$ cat config.mk
export PLATFORM = sky130hd
export DESIGN_NAME = clock_period_monitor
export DESIGN_NICKNAME = d
export VERILOG_FILES = /design/src/rtl/clock_period_monitor.sv
export SDC_FILE = /design/constraint.sdc
export NUM_CORES = 1
export LEC_CHECK = 0
export BUFFER_PORTS_ARGS = -buffer_cell sky130_fd_sc_hd__buf_4
export CORE_ASPECT_RATIO = 0.6
export CORE_MARGIN = 4
export CORE_UTILIZATION = 57
export CTS_CLUSTER_DIAMETER = 60
export CTS_CLUSTER_SIZE = 16
export DETAILED_ROUTE_END_ITERATION = 7
export GPL_TIMING_DRIVEN = 0
export PLACE_DENSITY = 0.79
export RECOVER_POWER = 100
export SLEW_MARGIN = 25
export SYNTH_ARGS = -nofsm -noshare
export SYNTH_HDL_FRONTEND = slang
export SYNTH_SLANG_ARGS = --single-unit
$ cat constraint.sdc
create_clock -name Clock -period 2.4 [get_ports Clock]
set_input_delay 0.24 -clock Clock [delete_from_list [all_inputs] [get_ports Clock]]
set_output_delay 0.24 -clock Clock [all_outputs]
set_load 0.1 [all_outputs]
$ cat src/rtl/clock_period_monitor.sv
// Measures the period and high time of an asynchronous slow clock in the fast Clock domain,
// emits synchronised rise/fall ticks and flags a stalled input.
module clock_period_monitor #(
    parameter int unsigned SYNC_STAGES = 2,
    parameter int unsigned CNT_W       = 32,
    parameter int unsigned TIMEOUT     = 200000
) (
    input  logic             Clock,
    input  logic             Reset,
    input  logic             SlowClock,
    input  logic             Enable,
    output logic             RiseTick,
    output logic             FallTick,
    output logic [CNT_W-1:0] Period,
    output logic [CNT_W-1:0] HighTime,
    output logic             PeriodValid,
    output logic             Timeout
);

    typedef enum logic [1:0] {
        StIdle,
        StArm,
        StMeasure
    } state_e;

    localparam logic [CNT_W-1:0] TimeoutCnt = CNT_W'(TIMEOUT);
    localparam logic [CNT_W-1:0] CntOne     = CNT_W'(1);

    state_e                 state_q;
    logic [SYNC_STAGES-1:0] sync_q;
    logic                   prev_q;
    logic                   sync_lvl;
    logic [CNT_W-1:0]       cnt_q;
    logic [CNT_W-1:0]       hi_next_q;
    logic                   hi_seen_q;

    assign sync_lvl = sync_q[SYNC_STAGES-1];

    // Synchroniser and edge ticks run independently of Enable and of the FSM state.
    always_ff @(posedge Clock) begin
        if (!Reset) begin
            sync_q   <= '0;
            prev_q   <= 1'b0;
            RiseTick <= 1'b0;
            FallTick <= 1'b0;
        end else begin
            sync_q   <= {sync_q[SYNC_STAGES-2:0], SlowClock};
            prev_q   <= sync_lvl;
            RiseTick <= sync_lvl & ~prev_q;
            FallTick <= ~sync_lvl & prev_q;
        end
    end

    always_ff @(posedge Clock) begin
        if (!Reset) begin
            state_q     <= StIdle;
            cnt_q       <= '0;
            hi_next_q   <= '0;
            hi_seen_q   <= 1'b0;
            Period      <= '0;
            HighTime    <= '0;
            PeriodValid <= 1'b0;
            Timeout     <= 1'b0;
        end else begin
            PeriodValid <= 1'b0;
            if (!Enable) begin
                state_q <= StIdle;
                cnt_q   <= '0;
            end else begin
                unique case (state_q)
                    StIdle: begin
                        cnt_q   <= '0;
                        state_q <= StArm;
                    end
                    StArm: begin
                        cnt_q <= '0;
                        if (RiseTick) begin
                            cnt_q     <= CntOne;
                            hi_seen_q <= 1'b0;
                            state_q   <= StMeasure;
                        end
                    end
                    StMeasure: begin
                        // A rise landing on the timeout cycle still counts as a measurement.
                        if (RiseTick) begin
                            Period      <= cnt_q;
                            HighTime    <= hi_seen_q ? hi_next_q : '0;
                            PeriodValid <= 1'b1;
                            Timeout     <= 1'b0;
                            cnt_q       <= CntOne;
                            hi_seen_q   <= 1'b0;
                        end else if (cnt_q == TimeoutCnt) begin
                            Timeout <= 1'b1;
                            cnt_q   <= '0;
                            state_q <= StArm;
                        end else begin
                            cnt_q <= cnt_q + CntOne;
                            if (FallTick) begin
                                hi_next_q <= cnt_q;
                                hi_seen_q <= 1'b1;
                            end
                        end
                    end
                    default: begin
                        cnt_q   <= '0;
                        state_q <= StIdle;
                    end
                endcase
            end
        end
    end

endmodule
Word-level counts from Yosys, hierarchy flattened
Index checks and enable logic that the tools add are counted.

operators by class
  add/sub/neg operators = 1
  equal/unequal tests = 8
  muxes and demuxes = 17
  bitwise operators = 6
  reduce and logical (&&, ||, !) cells = 10

operators by type and width
  kind                     count
  $mux W32                 3
  $pmux W32 S2             1
  $add A32 B1 Y32 const B  1
  $eq A32 B18 Y1 const B   1
  $reduce_and A3 Y1        4
  $reduce_and A5 Y1        2
  $mux W1                  8
  $mux W2                  3
  $ne A2 B2 Y1 const B     3
  $ne A3 B3 Y1 const B     2
  $pmux W2 S3              1
  $not A1 Y1               4
  $reduce_bool A2 Y1       2
  $and A1 B1 Y1            2
  $eq A2 B1 Y1 const B     1
  $eq A2 B2 Y1 const B     1
  $logic_not A2 Y1         1
  $pmux W1 S2              1
  $reduce_and A2 Y1        1

storage, ports and cells
  register bits after elaboration = 138
  input port bits = 4
  logic and storage cells = 54

Longest topological paths before layout
  depth in word-level cells = 4
  gate-level depth with buffers = 8

Worst setup path after synthesis
No wires, ideal clock.

  kind = flip-flop to flip-flop
  from = register RiseTick
  to = register HighTime[14]
  setup time = 62 ps
  arrival = 2137 ps
  slack = 201 ps
  stages on the path, launching flop included = 7
  path buffers = 2
  cell sequence = dfxtp_1 nand2_1 nor2_1 and2_1 clkbuf_1 clkbuf_1 a22o_1

between the ends
  cells in the longest elaborated chain, start to end = 1

RTL lines
  what                         RTL line  text
  start, declared              12        output logic RiseTick,
  start signal, assigned       49        RiseTick <= sync_lvl & ~prev_q;
  $reduce_and A3 Y1 (no line)  n/a
  end signal, assigned         87        HighTime <= hi_seen_q ? hi_next_q : '0;
  end, declared                15        output logic [CNT_W-1:0] HighTime,

No other way between the ends.
A chain may end at the register's enable or synchronous reset.

Final worst setup path
  from = register cnt_q[0]
  to = register cnt_q[20]

between the ends
  cells in the longest elaborated chain, start to end = 4
  elaborated cells on any way between the ends = 5

RTL lines
  what                                               RTL line  text
  start, declared                                    33        logic [CNT_W-1:0] cnt_q;
  start signal, assigned                             78        cnt_q <= CntOne;
  start signal, assigned                             90        cnt_q <= CntOne;
  start signal, assigned                             97        cnt_q <= cnt_q + CntOne;
  $add A32 B1 Y32 or $eq A32 B18 Y1 (tied branches)  97, 92
  $mux W32 (*)                                       92        end else if (cnt_q == TimeoutCnt) begin
  $mux W32 (*)                                       85        if (RiseTick) begin
  $pmux W32 S2 (*)                                   70        unique case (state_q)

Every way passes the cells marked *; elsewhere a longest branch is shown, timed or not.

==> results.tsv <==
metric	value	unit
wire per inst	18.84	µm
H-tree Lvls	4	
Net Count, Synth	546	
CTS Root Cell	clkbuf_16	
R2R cell count	7	
initial antenna violation count	0	
Die Span X	132.9	µm
CP Cell Sequence	inv_1, ha_1, nor4b_1, nand4_1, o211ai_4, clkbuf_2, a21oi_1	
Die Ht	82.97	µm
# DRC	0	
DRT antenna net count	0	
Fin. Hold Viols	0	
final setup fails	0	
Worst Hold Endpoint	sync_q[0]	
Via density	6.005	
Detailed Route Iter0 Violations	466	
vias in the first global route	4346	
post-layout util	0.7040	
Crit path required time	2.68	ns
Die Area	11030	µm²
Crit Path Max Fanout	10	
LEAKAGE	2.207	nW
worst-skew pair later-pin latency	0.41	ns
PortBufs	70	
total track usage	0.2601	
post-synthesis average cell area	9.961	µm²
Area growth syn-to-layout	20.72	%
Netlist Area Pre-Place	5339	µm²
nets	637	
CORE AREA	9155	µm²
Clock Skews	0.006170	ns
hold depth	2	
P_sw	1.078	mW
Netlist cell types	45	
maximum VDD drop	0.0005192	V
period utilisation layout	0.9177	
fin crit period	2.202	ns
layout cells sized above 1	0.09233	
combinational fraction of design power	0.015	
cell count after synthesis	536	
Min-Delay Path Class	in -> reg	
placer congestion estimate	0.9038	
RR Startpoint	cnt_q[0]	
Seq/Total Area, Yosys	0.5175	
HP Start	SlowClock	
R2R setup slack	0.20	ns
clock network power share	0.555	
Ports	72	
TritonCTS Buffers	17	
Vias	4618	
CTS max path bufs	2	
Worst Tran Pin Value	1.233	ns
GR Overflow Total	0	
ANT cells	0	
Yosys Warn Count	0	
Internal	4.268	mW
post-synthesis async set-or-reset flop share	0	
Max-cap violations	0	
Rel. slew slack	0.1813	
Max Slew Vio Count	0	
cell area after layout	6445	µm²
placed cell areas	6027	µm²
RSZ-0062 raised after global routing	no	
synthesized flop and latch total	138	
r2r endpoint	cnt_q[20]	
CP Data Arrival Time	2.48	ns
Cell Pwr Density	829.5	nW/µm²
# rows	27	
fmax	454.0	MHz
count of flip-flops with a built-in enable after synthesis	0	
ys flop type	dfxtp_1	
first-pass GRT wire length	22970	µm
outcome	finished clean	
drt first pass iters	5	
Starting Density	0.5832	
crit end category	flip-flop	
# clock sinks	138	
CP Launch Type	flip-flop	
DPL Wire Length	10070	µm
CP max-delay cell	nand4_1	
Sw Share	0.2017	
critical path class	reg -> reg	
Sequential Power Share	0.430	
total routed wirelength	14490	µm
pin count of the biggest net entering global routing	17	
Reg clk slew, reported paths	0.06	ns
CTS tree	done	
Max stage delay on crit path	0.40	ns
[final cells by class]
type,count,area [µm²]
Buffer,41,196.4
Clock buffer,17,425.4
Clock inverter,14,242.7
Fill cell,740,2710
Inverter,9,33.78
Multi-Input combinational cell,348,2342
Sequential cell,138,2763
Tap cell,130,162.7
Timing Repair Buffer,72,279.0
[repair_timing]
item / 4_1_cts / 5_1_grt
pin swaps: 0 / 3
resized for setup: 3 / 8
setup buffers: 0 / 2
hold endpoints to repair: 0 / 0
endpoints found under the setup margin: 13 / 90
hold buffers: 0 / 0
[per-layer routing]
metal	up-vias	track usage	wire [µm]
met1	2219	0.3771	6822
met4	0	0.09717	320
met2	223	0.3725	6071
li1	2138	-	-
met3	38	0.06659	1270
met5	-	0	0
[logic make-up (layout without fill, tap and decap cells)]
family | Yosys count | in the layout | share of synthesized area
XOR/XNOR | 9 | 9 | 0.01477
AND/OR/NAND/NOR | 179 | 179 | 0.1715
multiplexers | 35 | 35 | 0.06562
flip-flops | 138 | 138 | 0.5175
buffers and inverters | 50 | 153 | 0.04453
adder cells (fa/ha/maj) | 6 | 6 | 0.01406
AO/OA/AOI/OAI | 119 | 119 | 0.1720
[through the flow]
| stage | hold slack, ns | instances | TNS, ns | power (mW) | setup WS [ns] |
|---|---|---|---|---|---|
| after global placement | 0.3920 | 736 | -0.2405 | 2.422 | -0.02980 |
| after floorplan | 0.3673 | 536 | 0 | 2.401 | 0.2007 |
| final | 0.03898 | 769 | 0 | 5.346 | 0.1975 |
| after detailed placement | 0.4171 | 736 | -0.6986 | 2.425 | -0.08391 |
| after CTS | 0.02842 | 767 | 0 | 5.358 | 0.1102 |
| after global routing | 0.06028 | 769 | 0 | 5.481 | 0.01749 |
[critical path: cells and delay by family, from the launching register on]
kind	cells	cell delay [ns]
AOI/OAI and AO/OA	2	0.46
DFF	1	0.36
and+or+nand+nor	2	0.70
adders and majority gates	1	0.15
buffers and inverters	2	0.40
[layout by cell type, fill, tap and decap left out, types with 2 or more instances in the layout]
cell type / n
or3_1: 8
nor4_1: 3
inv_6: 3
nor4b_1: 4
nand3_1: 13
nand2b_1: 2
nor2_1: 15
and2_0: 3
xnor2_1: 2
clkbuf_1: 91
nand4_1: 10
a2111oi_0: 2
xor2_1: 7
o211ai_1: 2
or4_1: 12
buf_2: 4
inv_1: 9
mux2i_1: 35
dfxtp_1: 138
and2_1: 2
a22o_1: 64
clkbuf_16: 17
nand2_1: 80
ha_1: 6
and4_1: 3
a21oi_1: 22
o21ai_0: 11
nor3_1: 9
bufinv_16: 6
o31ai_1: 11
clkinvlp_4: 2
clkbuf_2: 10
nor2b_1: 2
buf_4: 6
clkinv_2: 2
and3_1: 7
[worst max-delay path by stage]
stage               start            end  slack (ns)  cells after the start
2_1_floorplan    RiseTick   HighTime[14]        0.20                      6
3_3_place_gp   state_q[0]     Period[28]       -0.03                      7
3_5_place_dp   state_q[0]     Period[30]       -0.08                      7
4_1_cts        state_q[0]   hi_next_q[6]        0.11                      7
5_1_grt        state_q[0]  hi_next_q[13]        0.02                      7
6_report         cnt_q[0]      cnt_q[20]        0.20                      7
[cells in the mapped netlist (3+ instances only)]
library cell,instances,share of area
xor2_1,7,0.011
a22o_1,64,0.10
nor2_1,16,0.011
buf_6,3,0.0063
and3_1,7,0.0082
o31ai_1,11,0.015
mux2i_1,35,0.066
nand2_1,80,0.056
buf_4,5,0.0070
or4_1,12,0.017
inv_1,9,0.0063
a21oi_1,22,0.021
and4_1,3,0.0049
buf_2,6,0.0056
nor3_1,9,0.0084
ha_1,6,0.014
and2_1,5,0.0059
nand4_1,10,0.012
clkbuf_1,25,0.018
nand3_1,13,0.012
nor4_1,3,0.0035
nor4b_1,4,0.0066
dfxtp_1,138,0.52
o21ai_0,11,0.010
or3_1,8,0.0094
[state kept, by name (all words and copies together) (netlist names)]
register / count
Period: 32
Timeout: 1
prev_q: 1
PeriodValid: 1
HighTime: 32
state_q: 2
hi_seen_q: 1
cnt_q: 32
sync_q: 2
FallTick: 1
RiseTick: 1
hi_next_q: 32
[power by group through the flow]
| stage | Combinational, mW | Clock (mW) | Sequential (mW) |
|---|---|---|---|
| after floorplan | 0.0494 | 0 | 2.35 |
| after global placement | 0.0749 | 0 | 2.35 |
| after detailed placement | 0.0776 | 0 | 2.35 |
| after CTS | 0.0783 | 2.98 | 2.30 |
| after global routing | 0.0868 | 3.10 | 2.30 |
| final | 0.0800 | 2.97 | 2.30 |
No activity file was read; power rests on OpenSTA's default activity.
